### src/rtl/spectro_pkg.sv
// Shared constants and the channel-word mux helper for the spectrometer readout path.
package spectro_pkg;

    localparam int SEQ_DWELL = 12;
    localparam int NUM_CH    = 16;
    localparam int DATA_W    = SEQ_DWELL - 1;
    localparam int SEL_W     = 4;

    localparam logic [SEL_W:0] FULL_CNT  = (SEL_W+1)'(NUM_CH);
    localparam logic [SEL_W:0] TALLY_MAX = '1;

    // Indices with no matching word (sel beyond NUM_CH-1) yield an all-zero word.
    function automatic logic [DATA_W-1:0] word_of(
        input logic [NUM_CH*DATA_W-1:0] data,
        input logic [SEL_W-1:0]         idx
    );
        logic [DATA_W-1:0] w;
        w = '0;
        for (int k = 0; k < NUM_CH; k++) begin
            if (idx == k[SEL_W-1:0]) begin
                w = data[k*DATA_W +: DATA_W];
            end
        end
        return w;
    endfunction

endpackage

### src/rtl/piso_shift_reg.sv
// Parallel-in serial-out shifter: MSB first, zero fill, flags the MSB cycle.
module piso_shift_reg #(
    parameter int DATA_W = 11
) (
    input  logic              clk,
    input  logic              reset,
    input  logic              load,
    input  logic [DATA_W-1:0] din,
    output logic              sout,
    output logic              valid,
    output logic              first
);

    localparam int CNT_W = $clog2(DATA_W + 1);

    logic [DATA_W-1:0] shift_d, shift_q;
    logic [CNT_W-1:0]  cnt_d, cnt_q;
    logic              first_d, first_q;

    // Next-state: a load always wins over an in-progress shift.
    always_comb begin
        shift_d = shift_q;
        cnt_d   = cnt_q;
        first_d = 1'b0;
        if (load) begin
            shift_d = din;
            cnt_d   = CNT_W'(DATA_W);
            first_d = 1'b1;
        end else if (cnt_q != '0) begin
            shift_d = {shift_q[DATA_W-2:0], 1'b0};
            cnt_d   = cnt_q - CNT_W'(1);
        end else begin
            shift_d = shift_q;
            cnt_d   = cnt_q;
        end
    end

    // Shifter state register.
    always_ff @(posedge clk or posedge reset) begin
        if (reset) begin
            shift_q <= '0;
            cnt_q   <= '0;
            first_q <= 1'b0;
        end else begin
            shift_q <= shift_d;
            cnt_q   <= cnt_d;
            first_q <= first_d;
        end
    end

    assign sout  = shift_q[DATA_W-1];
    assign valid = (cnt_q != '0);
    assign first = first_q;

endmodule

### src/rtl/channel_serializer.sv
// Serialises the sequencer-selected channel word and publishes a per-frame XOR checksum and word tally.
module channel_serializer
    import spectro_pkg::*;
(
    input  logic                     clk,
    input  logic                     reset,
    input  logic [SEL_W-1:0]         sel,
    input  logic                     sl,
    input  logic                     frame_rst,
    input  logic [NUM_CH*DATA_W-1:0] ch_data,
    output logic                     sout,
    output logic                     sout_valid,
    output logic                     word_start,
    output logic                     frame_start,
    output logic [SEL_W-1:0]         chan_id,
    output logic [DATA_W-1:0]        csum,
    output logic                     csum_valid,
    output logic [SEL_W:0]           word_cnt,
    output logic                     frame_err,
    output logic                     overrun
);

    logic [DATA_W-1:0] word_s;
    logic              busy_s;

    logic [DATA_W-1:0] acc_d, acc_q, csum_d, csum_q;
    logic [SEL_W:0]    tally_d, tally_q, word_cnt_d, word_cnt_q;
    logic [SEL_W-1:0]  chan_id_d, chan_id_q;
    logic              csum_valid_d, csum_valid_q;
    logic              frame_err_d, frame_err_q;
    logic              overrun_d, overrun_q;
    logic              frame_start_d, frame_start_q;

    assign word_s = word_of(ch_data, sel);

    piso_shift_reg #(.DATA_W(DATA_W)) u_piso (
        .clk   (clk),
        .reset (reset),
        .load  (sl),
        .din   (word_s),
        .sout  (sout),
        .valid (busy_s),
        .first (word_start)
    );

    // Frame bookkeeping; on a frame_rst+sl coincidence the new word opens the next frame.
    always_comb begin
        acc_d         = acc_q;
        tally_d       = tally_q;
        csum_d        = csum_q;
        word_cnt_d    = word_cnt_q;
        csum_valid_d  = 1'b0;
        frame_err_d   = frame_err_q;
        overrun_d     = overrun_q | (sl & busy_s);
        chan_id_d     = chan_id_q;
        frame_start_d = 1'b0;
        if (sl) begin
            chan_id_d     = sel;
            frame_start_d = (sel == '0);
        end else begin
            chan_id_d     = chan_id_q;
            frame_start_d = 1'b0;
        end
        if (frame_rst) begin
            csum_d       = acc_q;
            word_cnt_d   = tally_q;
            csum_valid_d = 1'b1;
            frame_err_d  = (tally_q != FULL_CNT);
            if (sl) begin
                acc_d   = word_s;
                tally_d = (SEL_W+1)'(1);
            end else begin
                acc_d   = '0;
                tally_d = '0;
            end
        end else if (sl) begin
            acc_d   = acc_q ^ word_s;
            tally_d = (tally_q == TALLY_MAX) ? tally_q : tally_q + (SEL_W+1)'(1);
        end else begin
            acc_d   = acc_q;
            tally_d = tally_q;
        end
    end

    // Bookkeeping and status registers.
    always_ff @(posedge clk or posedge reset) begin
        if (reset) begin
            acc_q         <= '0;
            tally_q       <= '0;
            csum_q        <= '0;
            word_cnt_q    <= '0;
            csum_valid_q  <= 1'b0;
            frame_err_q   <= 1'b0;
            overrun_q     <= 1'b0;
            chan_id_q     <= '0;
            frame_start_q <= 1'b0;
        end else begin
            acc_q         <= acc_d;
            tally_q       <= tally_d;
            csum_q        <= csum_d;
            word_cnt_q    <= word_cnt_d;
            csum_valid_q  <= csum_valid_d;
            frame_err_q   <= frame_err_d;
            overrun_q     <= overrun_d;
            chan_id_q     <= chan_id_d;
            frame_start_q <= frame_start_d;
        end
    end

    assign sout_valid  = busy_s;
    assign frame_start = frame_start_q;
    assign chan_id     = chan_id_q;
    assign csum        = csum_q;
    assign csum_valid  = csum_valid_q;
    assign word_cnt    = word_cnt_q;
    assign frame_err   = frame_err_q;
    assign overrun     = overrun_q;

endmodule

### config.mk
export PLATFORM = sky130hd
export DESIGN_NAME = channel_serializer
export DESIGN_NICKNAME = d
export VERILOG_FILES = /design/src/rtl/spectro_pkg.sv /design/src/rtl/piso_shift_reg.sv /design/src/rtl/channel_serializer.sv
export SDC_FILE = /design/constraint.sdc
export NUM_CORES = 1
export LEC_CHECK = 0
export ABC_CLOCK_PERIOD_IN_PS = 2700
export CORE_ASPECT_RATIO = 1.2
export CORE_MARGIN = 10
export CORE_UTILIZATION = 45
export DETAILED_ROUTE_END_ITERATION = 8
export PLACE_DENSITY = 0.87
export SLEW_MARGIN = 40
export SYNTH_ARGS = -nofsm -noshare
export SYNTH_HDL_FRONTEND = slang
export SYNTH_SLANG_ARGS = --single-unit
### constraint.sdc
create_clock -name clk -period 2.7 [get_ports clk]
set_input_delay 0.405 -clock clk [delete_from_list [all_inputs] [get_ports clk]]
set_output_delay 0.405 -clock clk [all_outputs]
set_load 0.02 [all_outputs]
==> impl_metrics.csv, run 1 <==
group,metric,value,unit
pwr,leakage,0.002735,uW
synth,synth-simple-area-share,16.23,%
timing,hold_viol,0,
synth,synth_top_family_by_area,"compound AO/OA/AOI/OAI gates",
synth,synth_area,4403,um2
grt,grt_pass1_wl,29060,um
synth,syn-num-nets,692,
synth,synthDistinctLibCells,72,
floorplan,die_y,128.4,um
critical_path,cp-end-kind,"flip-flop",
pwr,power,2814,uW
critical_path,crit_arrival,2460,ps
floorplan,core_area,9564,um2
run,max_cap_violations,0,
grt,antenna_found_initial,1,
critical_path,cp_num_buf_inv,2,
placed_design,dp.cells,820,
clock_tree,ctsHoldBuffers,0,
critical_path,crit_family,"compound AO/OA/AOI/OAI gates",
synth,ys_seq_area_share,31.83,%
timing,fmax,434.1,MHz
synth,synth_xor_area_share,2.785,%
synth,yosys_register_bits,56,
grt,overflow,0,
timing,final_max_slew_viol_count,0,
timing,fin_crit_sh,85.32,%
synth,synth_fa_ha_area_share,1.137,%
timing,tightest_slew,681.1,ps
grt,grt_pass1_vias,5041,
critical_path,critical_path_cell_count,8,
floorplan,start_util,46.04,%
cells_and_area,antenna-diode-count,0,
routing,post_drt_wl_per_cell,23.46,um
clock_tree,clk_transition_reported_paths,60,ps
timing,setup-tns-final,0,ps
clock_tree,cts_buffers,5,
critical_path,startpoint_type,"input port",
timing,skew,2.724,ps
clock_tree,cts_root_buffer,"clkbuf_16",
critical_path,cp_cell_sequence,"clkdlybuf4s50_1 > buf_12 > nand2b_1 > nor3_1 > a221oi_2 > a21oi_1 > o31ai_2 > a21oi_1",
critical_path,cpPeakStageDelay,530,ps
placed_design,io_buffers,210,
pwr,cellPowerDensity,416.5,nW/um2
grt,grt_start_max_net_pins,57,
synth,synth_flop_cell,"dfrtp_1",
routing,via_per_inst,5.986,
cells_and_area,fin_nets,892,
critical_path,critical_path_required,2850,ps
clock_tree,numClockSinks,56,
placed_design,hpwl,16200,um
timing,layout_setup_ws,396.4,ps
placed_design,place.gp.congestion,0.9485,
synth,postSynthCellCount,504,
clock_tree,post_cts_resized,0,
synth,synth_mux_area_share,13.64,%
critical_path,reg2reg_slack,730,ps
routing,routed_wirelength,19430,um
synth,ys_warn_count,0,
cells_and_area,final_common_cell,"clkdlybuf4s50_1",
critical_path,endpoint,"u_piso.shift_q[3]",
cells_and_area,stdcell_count,828,
synth,synthArstFlopShare,100.0,%
cells_and_area,fin_util,70.64,%
timing,relSlewSlack,54.59,%
hold_path,min_path_type,"reg -> reg",
floorplan,io_pins,211,
grt,grtUsageTotal,26.43,%
critical_path,critical_path_class,"in -> reg",
pwr,peakVddDrop,0.0002920,V
critical_path,timing.rr.start,"tally_q[0]",
cells_and_area,layout-area-overhead-vs-synth,53.45,%
floorplan,fp-row-count,39,
cells_and_area,regArea,1401,um2
critical_path,cpMaxStageDelayCell,"clkdlybuf4s50_1",
critical_path,r2r_cells,7,
timing,fin_crit,2304,ps
clock_tree,clk_path_buf_depth,2,
critical_path,critPathLaunch,"sel[3]",
cells_and_area,nFillCells,747,
synth,synth_edf_count,0,
routing,drt_iter0_markers,488,
cells_and_area,multi_input_area,2659,um2
routing,dr.pass1.iters,5,
critical_path,path_common_cell,"a21oi_1",
timing,rsz0062_at_grt,"no",
critical_path,r2r-end,"tally_q[3]",
critical_path,worstPathMaxFanout,26,
cells_and_area,drive_gt1_share,11.63,%
routing,ant_nets,0,
clock_tree,cts_tree,"done",
clock_tree,clkLatencyLatePin,290,ps
timing,final-setup-viol-count,0,
cells_and_area,final_cell_mix,"clkdlybuf4s50_1 (207), dfrtp_1 (56), a21oi_1 (46)",
clock_tree,cts.htree.levels,2,
placed_design,dp_slack,163.5,ps
floorplan,die-area,14160,um2
clock_tree,cts_setup_buffers,0,
routing,drc,0,
floorplan,die_w,110.3,um
routing,dr_total_vias,4956,
synth,postSynthAreaPerCell,8.736,um2
status,outcome,"complete, no violations",
synth,synth_compound_area_share,26.60,%
==> cell usage after synthesis (all sizes together), types with 6 or more instances <==
master	count	area [um2]
a21oi	46	230.2
mux2i	27	270.3
nor2b	13	81.33
mux2	27	307.8
nor2	34	130.1
o221ai	7	73.82
xnor2	12	105.1
o22ai	12	75.07
dfrtp	56	1401
nor3	14	70.07
nand2	28	105.1
buf	28	215.2
nand2b	14	95.09
o211ai	8	70.06
nand3b	7	52.55
inv	17	63.81
nand3	6	30.03
clkbuf	15	56.30
a31oi	9	56.30
a211oi	7	57.55
o21ai	52	260.3
==> where the power goes <==
part	leakage, uW	switching, uW	internal [uW]	total [uW]
Combinational	0.00196	474	578	1050
Sequential	0.000693	80.8	964	1040
Clock	0.0000808	281	436	717
==> how the worst min path moves through the flow <==
stage,startpoint,end,slack (ps),cells past startpoint
floorplan,frame_rst,csum_valid,440,0
global placement,overrun,overrun,440,1
detailed placement,overrun,overrun,490,1
CTS,overrun,overrun,510,1
global route,acc_q[2],csum[2],520,1
finish,overrun,overrun,490,1
==> metal layers <==
layer  GRT usage [%]  vias up  routed length, um
met1           33.24     2358               7625
met3           6.593       29               1806
li1                -     2249                  -
met2           44.06      318               9590
met5               0        -                 13
met4           6.510        2                391
==> kinds of logic after synthesis <==
group | after synthesis
flops | 56
compound gates | 178
buf+inv | 62
fa+ha+maj | 4
mux | 55
xor+xnor | 14
simple gates | 135
==> per-stage QoR <==
stage	hold WS (ps)	area [um2]
floorplan	436.4	4403
global placement	440.1	6593
detailed placement	486.1	6593
CTS	505.1	6756
global route	519.0	6756
finish	493.5	6756
==> final cells by class <==
type                    instances  area share [%]
multi-input cells             386           39.35
repair buffers                236           34.15
flip-flops and latches         56           20.74
well taps                     123           2.278
clock buffers                   6           1.907
inverters                      19           1.056
clock inverters                 2          0.5185
==> sequential cells by signal (all words and copies together) (netlist names) <==
| name | count |
|---|---|
| acc_q | 11 |
| csum | 11 |
| u_piso.shift_q | 11 |
| tally_q | 5 |
| word_cnt | 5 |
| chan_id | 4 |
| u_piso.cnt_q | 4 |
| csum_valid | 1 |
| frame_err | 1 |
| frame_start | 1 |
| overrun | 1 |
| u_piso.first | 1 |
(Power assumes the default switching activity.)
==> run 2, diff against run 1 <==
--- a/config.mk
+++ b/config.mk
@@ -10,6 +10,7 @@
 export CORE_MARGIN = 10
 export CORE_UTILIZATION = 45
 export DETAILED_ROUTE_END_ITERATION = 8
+export HOLD_SLACK_MARGIN = 0.08
 export PLACE_DENSITY = 0.87
 export SLEW_MARGIN = 40
 export SYNTH_ARGS = -nofsm -noshare
==> results of run 2 <==
Same layout as run 1: the final DEF is identical, and so are final timing and power.
==> run 3, diff against run 2 <==
--- a/config.mk
+++ b/config.mk
@@ -12,6 +12,7 @@
 export DETAILED_ROUTE_END_ITERATION = 8
 export HOLD_SLACK_MARGIN = 0.08
 export PLACE_DENSITY = 0.87
+export REMOVE_ABC_BUFFERS = 1
 export SLEW_MARGIN = 40
 export SYNTH_ARGS = -nofsm -noshare
 export SYNTH_HDL_FRONTEND = slang
==> run 3 against run 2 <==
Against the previous run: combinational power is essentially flat; first-iteration DRC count shrank 22%; maximum frequency down 3.5%; highest routed layer is now met4; power shrank 3.0%; design area fell by 0.70%; via count is 3.3% lower; critical path depth fell by 3; sequential power about the same; clock-buffer cell count unchanged.
==> impl_metrics.csv, run 3 (same netlist as run 1, synthesis figures left out) <==
group,metric,value,unit
cells_and_area,fin_nets,887,
critical_path,r2r_cells,7,
floorplan,start_util,46.04,%
floorplan,die_w,110.3,um
cells_and_area,stdcell_count,823,
cells_and_area,antenna-diode-count,0,
critical_path,critical_path_class,"reg -> out",
cells_and_area,nFillCells,727,
timing,fmax,419.0,MHz
timing,relSlewSlack,60.88,%
critical_path,cpMaxStageDelayCell,"clkdlybuf4s50_1",
cells_and_area,layout-area-overhead-vs-synth,52.37,%
pwr,switching_share,30.05,%
pwr,power_switching,820.0,uW
critical_path,critical_path_cell_count,5,
cells_and_area,drive_gt1_share,11.29,%
critical_path,r2r-end,"tally_q[3]",
critical_path,cp-end-kind,"output pin",
clock_tree,cts_tree,"done",
critical_path,cp_cell_sequence,"inv_1 > ha_1 > and2_2 > clkinv_1 > clkdlybuf4s50_1",
routing,dr_total_vias,4790,
pwr,peakVddDrop,0.0002544,V
floorplan,fp-row-count,39,
run,max_cap_violations,0,
timing,holdWs,457.7,ps
hold_path,min_path_type,"reg -> reg",
grt,grt_start_max_net_pins,37,
clock_tree,clk_transition_reported_paths,70,ps
routing,via_per_inst,5.820,
critical_path,critical_path_required,2300,ps
grt,grt_pass1_wl,26440,um
hold_path,min_to,"overrun",
grt,grt_pass1_vias,5145,
pwr,cellPowerDensity,406.7,nW/um2
floorplan,io_pins,211,
floorplan,die-area,14160,um2
critical_path,cpPeakStageDelay,550,ps
timing,final_max_slew_viol_count,0,
placed_design,io_buffers,210,
routing,drt_iter0_markers,381,
routing,drc,0,
timing,rsz0062_at_grt,"no",
critical_path,cp_num_buf_inv,3,
timing,hold_viol,0,
critical_path,worstPathMaxFanout,15,
clock_tree,clkLatencyLatePin,300,ps
placed_design,hpwl,14100,um
critical_path,timing.rr.start,"tally_q[0]",
cells_and_area,final_cell_mix,"clkdlybuf4s50_1 (207), dfrtp_1 (56), a21oi_1 (46)",
clock_tree,cts_buffers,5,
timing,fin_crit,2387,ps
critical_path,reg2reg_slack,770,ps
placed_design,place.gp.congestion,0.9722,
placed_design,dp.cells,815,
hold_path,hold_path_depth,1,
grt,overflow,0,
clock_tree,clk_path_buf_depth,2,
clock_tree,numClockSinks,56,
critical_path,crit_family,"buffers and inverters",
routing,dr.pass1.iters,5,
timing,skew,5.903,ps
grt,grtUsageTotal,23.36,%
status,outcome,"complete, no violations",
grt,antenna_found_initial,0,
pwr,clockPowerShare,24.5,%
routing,post_drt_wl_per_cell,20.73,um
pwr,p_int,1908,uW
clock_tree,cts.htree.levels,2,
pwr,leakage,0.002706,uW
cells_and_area,final_common_cell,"clkdlybuf4s50_1",
floorplan,die_y,128.4,um
pwr,seqPwrFrac,38.0,%
routing,ant_nets,0,
critical_path,crit_arrival,1980,ps
timing,fin_crit_sh,88.40,%
timing,tightest_slew,585.9,ps
critical_path,startpoint_type,"flip-flop",
clock_tree,cts_root_buffer,"clkbuf_16",
pwr,pwr-share-comb,37.6,%
timing,final-setup-viol-count,0,
floorplan,core_area,9564,um2
routing,routed_wirelength,17060,um
hold_path,min_from,"overrun",
timing,setup-tns-final,0,ps
-- run 3: cell types whose count changed in the layout (fill, tap and decap cells not counted) --
cell       previous run  this run
and2_1                3         2
clkbuf_1              1         0
clkbuf_8              0         1
bufinv_16             1         0
inv_6                 0         1
buf_4                24        19
and2_2                0         1
-- run 3: cell type report --
class                      count  area (um2)  area share, %
tap                          123       153.9          2.294
inverter                      19       71.32          1.063
multi-input combinational    386        2660          39.65
clock inverter                 2       13.76         0.2051
clock buffer                   6       138.9          2.070
timing repair buffer         231        2270          33.83
sequential                    56        1401          20.89
-- run 3: worst max path at each step --
stage / endpoint / startpoint
floorplan: u_piso.shift_q[7] / u_piso.cnt_q[0]
global placement: u_piso.shift_q[3] / sel[3]
detailed placement: u_piso.shift_q[3] / sel[3]
CTS: sout_valid / u_piso.cnt_q[0]
global route: sout_valid / u_piso.cnt_q[0]
finish: sout_valid / u_piso.cnt_q[0]
-- run 3: per-layer routing --
layer	track usage (%)	part of all wire, %	wire, um
met1	26.85	37	6288
met2	41.53	52	8926
met3	5.944	8.7	1484
met4	6.359	2.1	363
met5	0	0	0
-- run 3: timing repair --
action,4_1_cts,5_1_grt
hold buffers,0,0
resized for setup,0,1
setup endpoints to repair,0,1
setup buffers,0,0
-- run 3: power groups by stage --
stage | logic (uW) | clock network [uW] | registers [uW]
2_1_floorplan | 370 | 0 | 1100
3_3_place_gp | 1000 | 0 | 1040
3_5_place_dp | 1020 | 0 | 1050
4_1_cts | 1030 | 675 | 1030
5_1_grt | 1100 | 710 | 1050
6_report | 1020 | 668 | 1040
-- run 3: metrics by stage --
step                power [uW]  area [um2]  setup WS, ps  util [%]
finish                    2728        6709         313.3     70.15
global route              2858        6709         152.0     70.15
floorplan                 1472        4131         864.4         -
detailed placement        2068        6555         68.76     68.54
CTS                       2736        6708         116.8     70.13
global placement          2044        6555         195.6     68.54
